===== config.mk =====
export PLATFORM = sky130hd
export DESIGN_NAME = bcd_key_scheduler
export DESIGN_NICKNAME = d
export VERILOG_FILES = /design/src/rtl/bcd_key_pkg.sv /design/src/rtl/bcd_encoder.sv /design/src/rtl/rr_arbiter10.sv /design/src/rtl/bcd_key_scheduler.sv
export SDC_FILE = /design/constraint.sdc
export NUM_CORES = 1
export LEC_CHECK = 0
export ABC_AREA = 1
export BUFFER_PORTS_ARGS = -buffer_cell sky130_fd_sc_hd__buf_2
export CORE_MARGIN = 4
export CORE_UTILIZATION = 35
export CTS_CLUSTER_DIAMETER = 80
export CTS_CLUSTER_SIZE = 40
export DETAILED_ROUTE_END_ITERATION = 12
export GPL_ROUTABILITY_DRIVEN = 0
export PLACE_DENSITY_LB_ADDON = 0.15
export SLEW_MARGIN = 10
export SYNTH_ARGS = -nofsm -noshare
export SYNTH_HDL_FRONTEND = slang
export SYNTH_SLANG_ARGS = --single-unit

===== constraint.sdc =====
create_clock -name clk -period 13.19 [get_ports clk]
set_input_delay 1.9785 -clock clk [delete_from_list [all_inputs] [get_ports clk]]
set_output_delay 1.9785 -clock clk [all_outputs]
set_load 0.1 [all_outputs]

===== src/rtl/bcd_key_pkg.sv =====
// Shared constants and helpers for the keypad-to-BCD scheduler.
//   NUM_KEYS : number of decimal key lines (0..9)
//   DIGIT_W  : BCD digit width
//   IDX_W    : width of a key index
//   rr_next  : next index after idx, wrapping 9 -> 0
package bcd_key_pkg;
  localparam int NUM_KEYS = 10;
  localparam int DIGIT_W  = 4;
  localparam int IDX_W    = 4;

  function automatic logic [IDX_W-1:0] rr_next(input logic [IDX_W-1:0] idx);
    return (idx >= IDX_W'(NUM_KEYS - 1)) ? '0 : idx + IDX_W'(1);
  endfunction
endpackage


===== src/rtl/bcd_encoder.sv =====
// One-hot decimal to BCD encoder.
//   onehot : one-hot key select, bit i means decimal i
//   bcd    : 4-bit BCD value of the selected bit (0 when no bit set)
module bcd_encoder (
  input  logic [9:0] onehot,
  output logic [3:0] bcd
);
  always_comb begin
    bcd = '0;
    for (int i = 0; i < 10; i++)
      if (onehot[i]) bcd = bcd | 4'(i);
  end
endmodule


===== src/rtl/rr_arbiter10.sv =====
// Combinational round-robin arbiter over the ten pending key requests.
// Search starts at last+1 and wraps modulo 10; first requester wins.
//   req       : pending request vector
//   en        : grant permitted this cycle (FIFO can accept a write)
//   last      : index of the most recent grant
//   grant     : one-hot grant (all zero when nothing granted)
//   grant_idx : index of the granted key (0 when nothing granted)
module rr_arbiter10
  import bcd_key_pkg::*;
(
  input  logic [NUM_KEYS-1:0] req,
  input  logic                en,
  input  logic [IDX_W-1:0]    last,
  output logic [NUM_KEYS-1:0] grant,
  output logic [IDX_W-1:0]    grant_idx
);
  always_comb begin
    logic [IDX_W-1:0] idx;
    logic             found;
    grant     = '0;
    grant_idx = '0;
    found     = 1'b0;
    idx       = last;
    for (int k = 0; k < NUM_KEYS; k++) begin
      idx = rr_next(idx);
      if (en && !found && req[idx]) begin
        found          = 1'b1;
        grant[idx]     = 1'b1;
        grant_idx      = idx;
      end
    end
  end
endmodule


===== src/rtl/bcd_key_scheduler.sv =====
// Debounces ten raw key lines, holds one pending request per key, and
// round-robin schedules them through a shared BCD encoder into a small
// digit FIFO drained by a valid/ready handshake.
//   clk, rst_n  : clock, synchronous active-low reset
//   key         : raw asynchronous key levels, bit i = decimal i pressed
//   digit_out   : BCD digit at FIFO head, 0 when empty
//   digit_valid : FIFO not empty
//   digit_ready : consumer accepts head when valid && ready
//   dropped     : one-cycle pulse when a press hits an already-pending key
//   busy        : any request pending or FIFO not empty
module bcd_key_scheduler
  import bcd_key_pkg::*;
#(
  parameter int DEBOUNCE_CYCLES = 4,
  parameter int FIFO_DEPTH      = 4
) (
  input  logic                clk,
  input  logic                rst_n,
  input  logic [NUM_KEYS-1:0] key,
  output logic [DIGIT_W-1:0]  digit_out,
  output logic                digit_valid,
  input  logic                digit_ready,
  output logic                dropped,
  output logic                busy
);
  localparam int         PTR_W     = $clog2(FIFO_DEPTH);
  localparam int         CNT_W     = PTR_W + 1;
  localparam logic [3:0] DB_TARGET = 4'(DEBOUNCE_CYCLES);

  logic [NUM_KEYS-1:0]      key_q, armed, pending, press, drop_vec, grant;
  logic [NUM_KEYS-1:0][3:0] cnt;
  logic [IDX_W-1:0]         last, grant_idx;
  logic [DIGIT_W-1:0]       enc_digit;
  logic [DIGIT_W-1:0]       mem [FIFO_DEPTH];
  logic [PTR_W-1:0]         wr_ptr, rd_ptr;
  logic [CNT_W-1:0]         count;
  logic                     full, pop, wr_ok, push;

  // ---------------- debounce ----------------
  // A press fires on the sample that would bring the count to the target;
  // armed then stays low until the key is seen released.
  always_comb begin
    for (int i = 0; i < NUM_KEYS; i++)
      press[i] = key_q[i] && armed[i] && ((cnt[i] + 4'd1) == DB_TARGET);
  end

  always_ff @(posedge clk) begin
    if (!rst_n) begin
      key_q <= '0;
      cnt   <= '0;
      armed <= '1;
    end else begin
      key_q <= key;
      for (int i = 0; i < NUM_KEYS; i++) begin
        if (!key_q[i]) begin
          cnt[i]   <= '0;
          armed[i] <= 1'b1;
        end else if (press[i]) begin
          cnt[i]   <= '0;
          armed[i] <= 1'b0;
        end else if (armed[i]) begin
          cnt[i]   <= cnt[i] + 4'd1;
        end
      end
    end
  end

  // ---------------- pending / scheduler ----------------
  // A press on a key granted in the same cycle re-sets it and is not a drop.
  assign drop_vec = press & pending & ~grant;

  rr_arbiter10 u_arb (
    .req       (pending),
    .en        (wr_ok),
    .last      (last),
    .grant     (grant),
    .grant_idx (grant_idx)
  );

  bcd_encoder u_enc (
    .onehot (grant),
    .bcd    (enc_digit)
  );

  assign push = |grant;

  always_ff @(posedge clk) begin
    if (!rst_n) begin
      pending <= '0;
      last    <= IDX_W'(NUM_KEYS - 1);
      dropped <= 1'b0;
    end else begin
      pending <= (pending & ~grant) | press;
      dropped <= |drop_vec;
      if (push) last <= grant_idx;
    end
  end

  // ---------------- digit FIFO ----------------
  assign full        = (count == CNT_W'(FIFO_DEPTH));
  assign digit_valid = (count != '0);
  assign pop         = digit_valid && digit_ready;
  // Full FIFO can still take a write when the head leaves this cycle.
  assign wr_ok       = !full || pop;
  assign digit_out   = digit_valid ? mem[rd_ptr] : '0;
  assign busy        = (|pending) || digit_valid;

  always_ff @(posedge clk) begin
    if (push) mem[wr_ptr] <= enc_digit;
  end

  always_ff @(posedge clk) begin
    if (!rst_n) begin
      wr_ptr <= '0;
      rd_ptr <= '0;
      count  <= '0;
    end else begin
      if (push) wr_ptr <= wr_ptr + PTR_W'(1);
      if (pop)  rd_ptr <= rd_ptr + PTR_W'(1);
      count <= count + CNT_W'(push) - CNT_W'(pop);
    end
  end
endmodule


; Yosys cells after proc, flatten, opt, wreduce, memory -nomap -nowiden
; Memory sizes are Yosys's and may differ from the RTL's. A register that Yosys moved wholly into a read port is not among the register bits.
; Cells that the tools add are included.
[totals]
regBits = 82
mem_bits_rw = 16
inputBits = 13
out_inout_bits = 7
wordCells = 297
n_memories = 1
[op_classes]
addsub = 24
order_cmp = 30
n_eq_ne = 11
n_mux = 93
bitwise = 25
reduce_logical = 86
[mem_list]
columns = name, depth, width, rd, rd_ports_with_merged_regs, wr, line
row1 = mem, 4, 4, 1, 1, 1, bcd_key_scheduler.sv:34  ; logic [DIGIT_W-1:0] mem [FIFO_DEPTH];
[op_table]
columns = op, n
row1 = $mux W10, 10
row2 = $or A10 B10 Y10, 10
row3 = $mux W4, 23
row4 = $add A4 B1 Y4 const B, 20
row5 = $logic_and A1 B1 Y1, 50
row6 = $lt A4 B5 Y1 const B, 10
row7 = $bmux W1 S4, 10
row8 = $demux W1 S4, 10
row9 = $eq A4 B3 Y1 const B, 10
row10 = $ge A4 B1 Y1 const B, 10
row11 = $ge A4 B4 Y1 const B, 10
row12 = $mux W1, 32
row13 = $and A10 B10 Y10, 3
row14 = $reduce_or A10 Y1, 3
row15 = $reduce_or A3 Y1, 10
row16 = $reduce_and A2 Y1, 10
row17 = $mux W3, 4
row18 = $not A1 Y1, 11
row19 = $logic_not A1 Y1, 10
row20 = $not A10 Y10, 1
row21 = $mux W2, 4
row22 = $add A2 B1 Y2 const B, 2
row23 = $add A3 B1 Y3, 1
row24 = $eq A3 B3 Y1 const B, 1
row25 = 3 further kinds, 4

; Logic depth before layout (Yosys ltp)
[logic_depth]
ltp_word = 51
ltp_mapped = 85
mapped_depth_nobuf = 79

; By module
; Synthesis repeated with hierarchy kept, for this count alone.
[unflattened]
cells_unflattened = 1308
area_unflattened_um2 = 8548.2
[modules_own_cells]
columns = mod, n_inst, cells_each, area_per_inst_um2
row1 = bcd_key_scheduler, 1, 575, 4505.6
row2 = rr_arbiter10, 1, 723, 4001.3
row3 = bcd_encoder, 1, 10, 41.3

; Worst setup path before layout
; No wires, ideal clock.
[synth_path]
path_type = register to register
start = register last[0]
end = register count[2]
t_arrival_ps = 10608
slack_ps = 2512
path_stages_with_launch = 81
n_path_buf = 6
synth_period_minus_slack_ps = 10678
cell_sequence = dfxtp_1 ha_1 inv_1 nand3_1 nand2_1 inv_2 nor2_1 inv_1 ha_1 inv_1 nand3_1 nand2_2 nand2_1 buf_1 ha_1 inv_1 nor2_1 nand2_1 [45 not listed] inv_2 nor2_2 inv_2 nor2_1 a21oi_1 nand2_2 nand2_1 o21bai_1 nor2_1 nand2_2 nor2_8 ha_1 inv_1 ha_1 fa_1 inv_1 o21ai_0 a21oi_1
[synth_via]
elab_chain_cells = 45
word_cells_on_any_way = 159
[synth_rtl]
columns = item, line
row1 = start: declaration, bcd_key_scheduler.sv:32  ; logic [IDX_W-1:0] last, grant_idx;
row2 = start signal: assignment, bcd_key_scheduler.sv:90  ; last <= IDX_W'(NUM_KEYS - 1);
row3 = start signal: assignment, bcd_key_scheduler.sv:95  ; if (push) last <= grant_idx;
row4 = $add A4 B1 Y4 / $ge A4 B4 Y1 (equally long branches), bcd_key_pkg.sv:12  ; return (idx >= IDX_W'(NUM_KEYS - 1)) ? '0 : idx + IDX_W'(1);
row5 = $mux W4 (*), bcd_key_pkg.sv:12
row6 = branches (longest 39 deep; another with $add A4 B1 Y4), n/a
row7 = $mux W10 (*), rr_arbiter10.sv:26  ; if (en && !found && req[idx]) begin
row8 = $reduce_or A10 Y1 (*), bcd_key_scheduler.sv:85  ; assign push = |grant;
row9 = $add A3 B1 Y3 (*), bcd_key_scheduler.sv:120  ; count <= count + CNT_W'(push) - CNT_W'(pop);
row10 = $sub A3 B1 Y3 (*), bcd_key_scheduler.sv:120
row11 = end signal: assignment, bcd_key_scheduler.sv:120
row12 = end: declaration, bcd_key_scheduler.sv:36  ; logic [CNT_W-1:0] count;
; Every way passes the cells marked *. The select of a mux whose other input is x is not followed.
; A chain may end at the register's enable or synchronous reset.

; Worst setup path after layout
[layout_path]
start = register last[1]
end = register count[2]
; The elaborated chain is that of the path after synthesis.

==> flow_summary.json <==
{
  "grt_remaining_overflow": 0,
  "first_pass_iters": 5,
  "grt_pass1_wl_mm": 37.8,
  "synth_nets": 1312,
  "die-area_um2": 26000,
  "required_ns": 13.47,
  "worstMarginPinSlew_ns": 0.837,
  "clockBufferDepth": 2,
  "fp.dieH_um": 161,
  "status": "complete, no violations",
  "hold_path.class": "reg2reg",
  "nFillCells": 2462,
  "num_vias": 7914,
  "synth_area_leaders": "dfxtp_1 (20%), nand2_1 (12%), ha_1 (9.9%), nand3_1 (8.2%), inv_1 (7.0%)",
  "rsz0062_at_grt": "no",
  "coreArea_um2": 22800,
  "maxCapViolations": 0,
  "yosysTopAreaCellShare_pct": 20.5,
  "start_util_pct": 35.9,
  "grt_pass1_vias": 7143,
  "numPortBuffers": 19,
  "drcViolationCount": 0,
  "synth-seq-cells": 100,
  "seq_area_frac_synth_pct": 26.3,
  "num_antenna_cells": 0,
  "fin_cells": 1560,
  "antenna_found_initial": 0,
  "fmax_mhz": 84.5,
  "finalClockSkew_ns": 0.0118,
  "antenna_left": 0,
  "dp.cells": 1545,
  "avgRoutedWirePerCell_um": 15.2,
  "arrival_ns": 12.11,
  "grt_max_degree": 36,
  "cts_tree": "yes",
  "clkTransAtPathRegs_ns": 0.07,
  "finalSetupViolCount": 0,
  "rows": 55,
  "ys.flop_type": "dfxtp_1",
  "clockRootBuffer": "clkbuf_16",
  "grtUsageTotal_pct": 18.0,
  "cp-end-kind": "flop",
  "drt-total-wl_mm": 23.8,
  "drt_iter0_drc": 648,
  "hold_depth": 2,
  "synth_warnings": 0,
  "finalCritPeriodShare_pct": 89.7,
  "num_io_pins": 20,
  "die_w_um": 161,
  "syn_inst": 1233,
  "r2r.worst_path.cells": 75,
  "cp_slowest_cell": "dfxtp_1",
  "hpwl_mm": 18.3,
  "cp_slowest_stage_delay_ns": 0.35,
  "drv_slew": 0,
  "post-route-util_pct": 39.0,
  "avgSynthCellArea_um2": 6.66,
  "finalHoldViolations": 0,
  "synthArstFlopShare_pct": 0,
  "finalNetCount": 1322,
  "synth_area_leader_cell": "dfxtp_1",
  "cts_buffers": 9,
  "insertion_delay_ns": 0.35,
  "fin_crit_ns": 11.83,
  "path_class": "reg2reg",
  "cts-htree-levels": 3,
  "critPathLaunchType": "flop",
  "final_layout_size_suffix_gt1_share_pct": 11.6,
  "synth_cell_types": 52,
  "cts.sinks": 100,
  "hold_buffers": 0,
  "areaGrowthSynthToFinish_pct": 8.49,
  "synth_edf_count": 16,
  "maxSlewHeadroom_pct": 44.0,
  "viasPerCell": 5.07,
  "path_max_fanout": 15,
  "netlist_area_um2": 8210,
  "setup_tns_ns": 0
}
cells in the mapped netlist, drive strengths merged, types with 2 or more instances:
| cell type | n |
|---|---|
| a21boi | 2 |
| a21oi | 77 |
| a221oi | 2 |
| a22oi | 4 |
| a31oi | 15 |
| and2 | 8 |
| buf | 13 |
| clkbuf | 10 |
| clkinv | 2 |
| dfxtp | 84 |
| edfxtp | 16 |
| ha | 65 |
| inv | 174 |
| nand2 | 306 |
| nand3 | 145 |
| nand3b | 6 |
| nand4 | 28 |
| nor2 | 146 |
| nor3 | 5 |
| o2111ai | 4 |
| o211ai | 10 |
| o21a | 3 |
| o21ai | 58 |
| o21bai | 6 |
| o22ai | 4 |
| or2 | 8 |
| xnor2 | 19 |
| xor2 | 8 |
sequential cells by signal, summed over array words and instances, names as in the netlist, named ones only:
register and flops:
armed 10, cnt 40, count 3, dropped 1, key_q 10, last 4, mem 16, pending 10
rd_ptr 2, wr_ptr 2
metrics by stage:
stage,hold WS (ns),area [um^2],setup WS [ns]
2_1_floorplan,0.436,8210,2.51
3_3_place_gp,0.462,8590,1.03
3_5_place_dp,0.461,8590,0.535
4_1_cts,0.478,8870,0.475
5_1_grt,0.493,8910,0.0806
6_report,0.475,8910,1.36
worst max-delay path: cells and delay by family (launching register included):
kind / cells / cell delay, ns
buf+inv: 17 / 1.77
simple gates: 41 / 5.90
fa+ha+maj: 13 / 3.17
flops: 1 / 0.35
compound gates: 4 / 0.56
path summary, 6_finish.rpt:
check / from / to / slack (ns)
max: last[1] / count[2] / 1.36
min: cnt[23] / cnt[23] / 0.48
max reg2reg: last[1] / count[2] / 1.36
min reg2reg: cnt[23] / cnt[23] / 0.48
cell usage in the layout (no fill, tap or decap), types with 8 or more instances in the layout:
cell type / instances
clkbuf_16: 9
nand3_2: 8
or2_2: 8
ha_1: 65
nor2_2: 8
xor2_1: 8
nand2_2: 31
nand4_1: 27
inv_1: 154
edfxtp_1: 16
inv_2: 20
nand2_4: 16
nand2_1: 259
xnor2_1: 19
o21ai_0: 53
nand3_1: 134
a21oi_1: 74
a31oi_1: 14
o211ai_1: 10
dfxtp_1: 83
buf_2: 19
nor2_1: 132
layout make-up:
class                           count  area [um^2]  share of cell area, %
Clock buffer                        9          225                   2.53
Clock inverter                      6         57.6                  0.646
Inverter                          176          664                   7.46
Multi-Input combinational cell    934         5290                   59.4
Sequential cell                   100         2160                   24.3
Tap cell                          313          392                   4.40
Timing Repair Buffer               22          118                   1.32
cells by family after synthesis:
family,Yosys count,share of synthesized area (%)
AO/OA/AOI/OAI,188,13.3
XOR/XNOR,27,2.88
adder cells (fa/ha/maj),66,10.1
buffers and inverters,199,9.63
flip-flops,100,26.3
AND/OR/NAND/NOR,653,37.7
what timing repair did:
action | CTS | global route
setup endpoints to repair | 0 | 34
resized for setup | 0 | 10
buffers inserted | 0 | 0
routing by layer:
metal	routed length, um	track usage [%]
met1	11100	24.9
met2	10500	29.1
met3	1390	2.35
met4	746	6.09
met5	0	0
Power is not shown: default switching activity piles up to over one toggle a cycle in this logic, so the estimate is an artifact.
